$ cat src/rtl/pulse_pkg.sv
// pulse_pkg: shared state encoding and default timing for the pulse generator.
package pulse_pkg;
    typedef enum logic [1:0] {DELAY, HIGH, DONE} state_t;
    localparam int unsigned DLY_DEF = 3;
    localparam int unsigned LEN_DEF = 2;
endpackage

$ cat src/rtl/pulse_if.sv
// pulse_if: arm request and status outputs of the pulse generator.
interface pulse_if;
    logic arm;
    logic pulse;
    logic busy;
    logic done;
    modport master(output arm, input pulse, busy, done);
    modport slave(input arm, output pulse, busy, done);
endinterface

$ cat src/rtl/pulse_ctr.sv
// pulse_ctr: W-bit counter with sync clear, increment and terminal compare.
module pulse_ctr #(
    parameter int W = 32
) (
    input  logic         clk,
    input  logic         rst,
    input  logic         i_clr,
    input  logic         i_inc,
    input  logic [W-1:0] i_term,
    output logic         o_hit
);
    logic [W-1:0] r_cnt;
    always_ff @(posedge clk or posedge rst)
        if (rst) r_cnt <= '0;
        else if (i_clr) r_cnt <= '0;
        else if (i_inc) r_cnt <= r_cnt + 1'b1;
    assign o_hit = r_cnt == i_term;
endmodule

$ cat src/rtl/pulse.sv
// pulse: single-shot pulse of len cycles, dly cycles after reset release or re-arm.
module pulse
    import pulse_pkg::*;
#(
    parameter int unsigned dly = DLY_DEF,
    parameter int unsigned len = LEN_DEF,
    parameter int          W   = 32
) (
    input logic clk,
    input logic rst,
    pulse_if.slave bus
);
    state_t       r_state;
    logic         r_pulse, r_busy, r_done;
    logic         w_hit;
    logic [W-1:0] w_term;
    // the counter is cleared on every state exit and held at zero in DONE
    assign w_term = (r_state == HIGH) ? W'(len - 1) : W'(dly);
    pulse_ctr #(.W(W)) u_ctr (
        .clk   (clk),
        .rst   (rst),
        .i_clr (r_state == DONE || w_hit),
        .i_inc (r_state != DONE),
        .i_term(w_term),
        .o_hit (w_hit)
    );
    always_ff @(posedge clk or posedge rst)
        if (rst) begin
            r_state <= DELAY;
            r_pulse <= 1'b0;
            r_busy  <= 1'b1;
            r_done  <= 1'b0;
        end else begin
            unique case (r_state)
                DELAY: if (w_hit) begin
                    r_state <= (len == 0) ? DONE : HIGH;
                    r_pulse <= len != 0;
                    r_busy  <= len != 0;
                    r_done  <= len == 0;
                end
                HIGH: if (w_hit) begin
                    r_state <= DONE;
                    r_pulse <= 1'b0;
                    r_busy  <= 1'b0;
                    r_done  <= 1'b1;
                end
                DONE: if (bus.arm) begin
                    r_state <= DELAY;
                    r_busy  <= 1'b1;
                    r_done  <= 1'b0;
                end
                default: r_state <= DELAY;
            endcase
        end
    assign bus.pulse = r_pulse;
    assign bus.busy  = r_busy;
    assign bus.done  = r_done;
endmodule

$ cat src/flat_wrapper.sv
// flat-port wrapper written by rule: the top's interface ports become plain ports
module pulse_flat import pulse_pkg::*;
#(
    parameter int unsigned dly = DLY_DEF,
    parameter int unsigned len = LEN_DEF,
    parameter int          W   = 32
)
  (clk, rst, bus_arm, bus_pulse, bus_busy, bus_done);
  pulse_if bus_i ();
  input logic clk;
  input logic rst;
  input wire logic [$bits(bus_i.arm)-1:0] bus_arm;
  output wire logic [$bits(bus_i.pulse)-1:0] bus_pulse;
  output wire logic [$bits(bus_i.busy)-1:0] bus_busy;
  output wire logic [$bits(bus_i.done)-1:0] bus_done;
  assign bus_i.arm = bus_arm;
  assign bus_pulse = bus_i.pulse;
  assign bus_busy = bus_i.busy;
  assign bus_done = bus_i.done;
  pulse #(.dly(dly), .len(len), .W(W)) u_core (.clk(clk), .rst(rst), .bus(bus_i));
endmodule
$ cat config.mk
export PLATFORM = sky130hd
export DESIGN_NAME = pulse_flat
export DESIGN_NICKNAME = d
export VERILOG_FILES = /design/src/rtl/pulse_pkg.sv /design/src/rtl/pulse_if.sv /design/src/rtl/pulse_ctr.sv /design/src/rtl/pulse.sv /design/src/flat_wrapper.sv
export SDC_FILE = /design/constraint.sdc
export NUM_CORES = 1
export LEC_CHECK = 0
export BUFFER_PORTS_ARGS = -buffer_cell sky130_fd_sc_hd__clkbuf_2
export CORE_MARGIN = 5
export CORE_UTILIZATION = 35
export DETAILED_ROUTE_END_ITERATION = 7
export GPL_TIMING_DRIVEN = 0
export HOLD_SLACK_MARGIN = 0.1
export SYNTH_ARGS = -nofsm -noshare
export SYNTH_HDL_FRONTEND = slang
export SYNTH_SLANG_ARGS = --single-unit
$ cat constraint.sdc
create_clock -name clk -period 2 [get_ports clk]
set_input_delay 0.1 -clock clk [delete_from_list [all_inputs] [get_ports clk]]
set_output_delay 0.1 -clock clk [all_outputs]
set_load 0.05 [all_outputs]
==> flow_summary.ini, run 1 <==
[worst_setup_path]
worstSetupEndpointType = flip-flop
reg2reg_to = u_core.bus.pulse
cp_data_arrival_time_ns = 2.02
path_max_fanout = 5
critPathLaunchType = flip-flop
r2r_start = u_core.u_ctr.r_cnt[19]
cp.required_ns = 2.17
worstSetupPathType = flip-flop to flip-flop
r2r_cells = 4
regToRegSetupSlack_ns = 0.14

[detailed_routing]
postRouteAntennaNets = 0
routedWlPerCell_um = 12.7
routed_wl_um = 3590
drt_pass1_iterations = 4
via_count = 1380
via_per_inst = 4.89
drcViolationCount = 0
drt_iter0_markers = 49

[sta]
drv_slew = 0
fmax_mhz = 539
setup_violations = 0
hold_viol = 0
layout_min_cycle_time_ns = 1.86
rsz0062_at_grt = no
tightestPinTransition_ns = 0.763
skew_ns = 0.00647
period_share_pct = 92.8
slew_headroom_pct = 49.1

[cts]
h-tree-depth = 2
cts_tree = done
ctsLongestPathBuffers = 2
path_clk_slew_ns = 0.07
clk_latency_ns = 0.28
numCtsBuffers = 5
root_buffer = clkbuf_8
cts.sinks = 37

[outcome]
status = complete, no violations

[cells_and_area]
fin_util_pct = 40.4
drive_gt1_share_pct = 19.0
num_antenna_cells = 0
area_growth_pct = 12.9
final_cells = 282
design_area_mm2 = 0.00221
layout.nets = 213

[yosys]
synth_async_sr_flop_share_pct = 100
ys.warnings.count = 0
synth.ff_latch_count = 37
synth_edf_count = 0
ys.flop_type = dfrtp_1
syn_area_mm2 = 0.00196
syn_inst = 192
synth_cell_types = 32
yosysSeqAreaShare_pct = 47.3
syn-num-nets = 196
avgSynthCellArea_um2 = 10.2

[min_path]
hold_path_end = u_core.r_state[1]
min_path_cells = 3
min_from = bus_arm
hp-class = input pin to flip-flop

[flow_run]
cap_violations = 0

[floorplan]
die_y_um = 84.8
initial_core_util_pct = 35.8
core-area_mm2 = 0.00547
dieArea_mm2 = 0.00719
dieWidth_um = 84.8
io_pins = 6
rows = 27

[global_routing]
grt_max_degree = 38
grt_pass1_wl_um = 6240
antenna_found_initial = 0
grt-ovfl-total = 0
track_usage_pct = 10.9
grt_pass1_vias = 1312

[pwr]
p_per_area_mw_per_mm2 = 1060
ir_drop_mv = 0.914
power_leakage_nw = 1.01

[placement]
routabilityCongestion = 0.749
post-dp-hpwl_um = 2440
io_buffers = 5
dpl.cell_count = 269
placed_cell_area_mm2 = 0.00207
-- report_power, final --
group	switching, mW	internal [mW]
Combinational	0.517	0.330
Clock	0.254	0.281
Sequential	0.0985	0.857
Total	0.870	1.47
-- worst max path at each step --
stage | slack (ns) | end | from | cells past startpoint
final | 0.14 | u_core.bus.pulse | u_core.u_ctr.r_cnt[19] | 4
after global routing | 0.03 | u_core.u_ctr.r_cnt[20] | u_core.u_ctr.r_cnt[19] | 6
after CTS | 0.07 | u_core.bus.pulse | u_core.u_ctr.r_cnt[19] | 4
after detailed placement | -0.0009 | u_core.u_ctr.r_cnt[28] | u_core.u_ctr.r_cnt[0] | 6
after global placement | 0.004 | u_core.u_ctr.r_cnt[28] | u_core.u_ctr.r_cnt[0] | 6
after floorplan | 0.29 | u_core.bus.pulse | u_core.u_ctr.r_cnt[11] | 4
-- Yosys cell counts, types with 3 or more instances --
library cell   n  share of area (%)
nor4_2         6                3.8
xnor2_1        6                2.7
nand4_2        3                1.9
nor2_1        36                6.9
nor4_1         3               0.96
buf_4          3                1.2
nand4_1       12                3.8
nand3_1       16                4.1
nor3_1         3               0.77
nand2_1        6                1.2
xor2_1        25                 11
and2_1         3               0.96
and3_1         3               0.96
dfrtp_1       36                 46
inv_1          7                1.3
buf_6          3                1.7
-- state kept, by name, indices dropped and copies added, names as in the netlist --
| name | cells |
|---|---|
| u_core.u_ctr.r_cnt | 32 |
| u_core.r_state | 2 |
| u_core.bus.busy | 1 |
| u_core.bus.done | 1 |
| u_core.bus.pulse | 1 |
-- critical path, stage by stage, from the launching register on --
cell     delay [ns]
dfrtp_1        0.43
nor4_2         0.39
nand4_2        0.24
nor4_4         0.36
mux2_4         0.33
-- routing by layer --
metal | vias up | track usage (%) | wire length (um)
met5 | - | 0 | 0
met4 | 0 | 5.76 | 67
met3 | 5 | 2.45 | 99
met2 | 23 | 15.5 | 1640
met1 | 654 | 15.3 | 1780
li1 | 698 | - | -
-- per-stage QoR --
step | hold WS [ns] | total power, mW | worst slack [ns] | TNS (ns)
floorplan | 0.278 | 1.63 | 0.287 | 0
global placement | 0.392 | 1.80 | 0.00450 | 0
detailed placement | 0.284 | 1.80 | -0.000939 | -0.000939
CTS | 0.101 | 2.35 | 0.0704 | 0
global route | 0.134 | 2.50 | 0.0270 | 0
finish | 0.103 | 2.34 | 0.144 | 0
-- cell families (layout without fill, tap and decap cells) --
family                   Yosys count  in the layout  share of synthesized area, %
AND/OR/NAND/NOR                   99             99                          30.0
XOR/XNOR                          31             31                          13.9
AO/OA/AOI/OAI                      8              8                          2.68
multiplexers                       1              1                         0.767
buffers and inverters             15             33                          4.66
adder cells (fa/ha/maj)            1              1                         0.639
flip-flops                        37             37                          47.3
-- layout by cell type, fill, tap and decap left out, drive strengths merged, types with 2 or more instances in the layout --
cell type	count
a21oi	2
and2	3
and3	3
and4	3
buf	11
clkbuf	14
dfrtp	36
inv	7
nand2	6
nand3	16
nand4	15
nor2	36
nor3	3
nor3b	2
nor4	11
o21ai	3
xnor2	6
xor2	25
-- cell type report --
cell class	instances	area [um2]
timing repair buffer	10	65.1
multi-input combinational	140	946
inverter	7	26.3
fill	556	3260
tap	72	90.1
buffer	8	66.3
clock buffer	8	90.1
sequential	37	927
-- timing repair --
action | CTS | global route
resized for setup | 0 | 3
hold buffers | 1 | 0
endpoints found under the setup margin | 1 | 3
buffers inserted | 2 | 2
pin swaps | 1 | 1
hold endpoints to repair | 36 | 0
Note: power is estimated with default switching activity, not from simulation.
==> run 2, diff against run 1 <==
--- a/config.mk
+++ b/config.mk
@@ -7,10 +7,11 @@
 export LEC_CHECK = 0
 export BUFFER_PORTS_ARGS = -buffer_cell sky130_fd_sc_hd__clkbuf_2
 export CORE_MARGIN = 5
-export CORE_UTILIZATION = 35
+export CORE_UTILIZATION = 60
 export DETAILED_ROUTE_END_ITERATION = 7
 export GPL_TIMING_DRIVEN = 0
 export HOLD_SLACK_MARGIN = 0.1
+export PLACE_DENSITY = 0.77
 export SYNTH_ARGS = -nofsm -noshare
 export SYNTH_HDL_FRONTEND = slang
 export SYNTH_SLANG_ARGS = --single-unit
==> run 2 against run 1 <==
Effect of this change:
- total power decreased by 4.7%
- die area shrank 37%
- sequential power up 0.7%
- register-to-register slack worse by 0.04 ns
- via count increased by 0.80%
- critical path type unchanged
- cell area shrank 2.4%
==> flow_summary.ini, run 2 (synthesized netlist as in run 1, its figures left out) <==
[sta]
fmax_mhz = 528
setup_violations = 0
hold_viol = 0
fin_setup_tns_ns = 0
hold_ws_ns = 0.407
slew_headroom_pct = 49.0
tightestPinTransition_ns = 0.763
period_share_pct = 94.8
layout_min_cycle_time_ns = 1.90
skew_ns = 0.0180
drv_slew = 0

[worst_setup_path]
cp.required_ns = 2.25
path_max_fanout = 6
crit_chain = nor4_2 > nand4_2 > nor4_4 > mux2_4
cp_num_buf_inv = 0
worstSetupEndpointType = flip-flop
worstSetupPathType = flip-flop to flip-flop
cpPeakStageDelay_ns = 0.49
cp_data_arrival_time_ns = 2.14
cpMaxStageDelayCell = dfrtp_1
critPathLaunchType = flip-flop
crit_family = simple AND/OR/NAND/NOR gates

[cells_and_area]
layout.nets = 213
fin_util_pct = 69.5
area_growth_pct = 10.2
reg_top3 = u_core.u_ctr.r_cnt x32, u_core.r_state x2
design_area_mm2 = 0.00216
layout_common_cells = nor2_1, dfrtp_1, xor2_1, nand3_1, nand4_1
regMostFlops = u_core.u_ctr.r_cnt
drive_gt1_share_pct = 19.5
num-fill-cells = 254
num_antenna_cells = 0
largest_reg_flops = 32

[detailed_routing]
routed_wl_um = 3640
via_per_inst = 5.48
drcViolationCount = 0
drt_iter0_markers = 115
drt_pass1_iterations = 4
postRouteAntennaNets = 0
via_count = 1391
routedWlPerCell_um = 14.3

[placement]
io_buffers = 5
routabilityCongestion = 0.816
post-dp-hpwl_um = 2430
placed_cell_area_mm2 = 0.00204

[cts]
cts_tree = done
ctsLongestPathBuffers = 2
numCtsBuffers = 5
clk_latency_ns = 0.36
h-tree-depth = 2
cts.sinks = 37
root_buffer = clkbuf_4
path_clk_slew_ns = 0.12

[global_routing]
grt_pass1_vias = 1367
grt_pass1_wl_um = 6130
antenna_found_initial = 0
track_usage_pct = 18.7
grt-ovfl-total = 0
grt_max_degree = 38

[pwr]
p_comb_share_pct = 37.6
p_per_area_mw_per_mm2 = 1030
power.total_mw = 2.23
switching_share_pct = 39.4
ir_drop_mv = 1.12
pwr-share-seq_pct = 43.2
intPower_mw = 1.35
power_leakage_nw = 0.992
p_sw_uw = 877
clkPwrFrac_pct = 19.2

[outcome]
status = complete, no violations

[floorplan]
rows = 20
core-area_mm2 = 0.00310
initial_core_util_pct = 63.1
dieWidth_um = 67.1
io_pins = 6
die_y_um = 67.1
dieArea_mm2 = 0.00451

[min_path]
hp-class = input pin to async pin

[flow_run]
cap_violations = 0
run 2: changes by cell type in the layout (fill, tap and decap cells not counted), sizes merged:
cell	before	now
buf	11	10
clkinvlp	0	1
dlygate4sd3	1	2
clkbuf	14	13
run 2: power by group through the flow:
| stage | Sequential, mW | Clock (mW) | Combinational (mW) |
|---|---|---|---|
| floorplan | 1.06 | 0 | 0.568 |
| global placement | 0.967 | 0 | 0.800 |
| detailed placement | 0.972 | 0 | 0.815 |
| CTS | 0.957 | 0.436 | 0.819 |
| global route | 0.982 | 0.470 | 0.924 |
| finish | 0.963 | 0.427 | 0.838 |
run 2: area by class of cell:
type,count,area [um2],share of cell area [%]
Multi-Input combinational cell,140,952,44.1
Clock buffer,7,55.1,2.55
Buffer,8,66.3,3.07
Clock inverter,1,7.51,0.348
Inverter,7,26.3,1.22
Tap cell,44,55.1,2.55
Sequential cell,37,927,43.0
Timing Repair Buffer,10,67.6,3.13
run 2: metrics by stage:
| step | instances | setup WS [ns] |
|---|---|---|
| 6_report | 254 | 0.105 |
| 5_1_grt | 254 | -0.0105 |
| 4_1_cts | 252 | 0.100 |
| 3_5_place_dp | 241 | 0.0173 |
| 3_3_place_gp | 241 | 0.0546 |
| 2_1_floorplan | 192 | 0.287 |
run 2: layer usage:
layer	routed length, um	up-vias	track usage [%]
li1	-	694	-
met1	1710	665	24.0
met2	1710	21	28.8
met3	118	11	4.55
met4	103	0	10.1
met5	0	-	0
run 2: timing repair:
item,CTS,global route
pin swaps,1,1
gates resized for setup,0,4
setup buffers,2,1
endpoints found under the setup margin,1,16
hold buffers,1,1
hold endpoints to repair,1,36
run 2: final timing paths:
path / cells after the start / slack [ns] / to / start
setup reg to reg: 4 / 0.10 / u_core.bus.pulse / u_core.u_ctr.r_cnt[6]
hold / removal: 3 / 0.41 / u_core.u_ctr.r_cnt[8] / rst
hold reg to reg: 2 / 0.51 / u_core.bus.busy / u_core.bus.busy
setup / recovery: 4 / 0.10 / u_core.bus.pulse / u_core.u_ctr.r_cnt[6]
max in group asynchronous: 3 / 1.10 / u_core.u_ctr.r_cnt[30] / rst
min in group clk: 2 / 0.51 / u_core.bus.busy / u_core.bus.busy
run 2: worst min-delay path, delay by kind of cell:
family	cells	cell delay (ns)
buffers and inverters	3	1.20
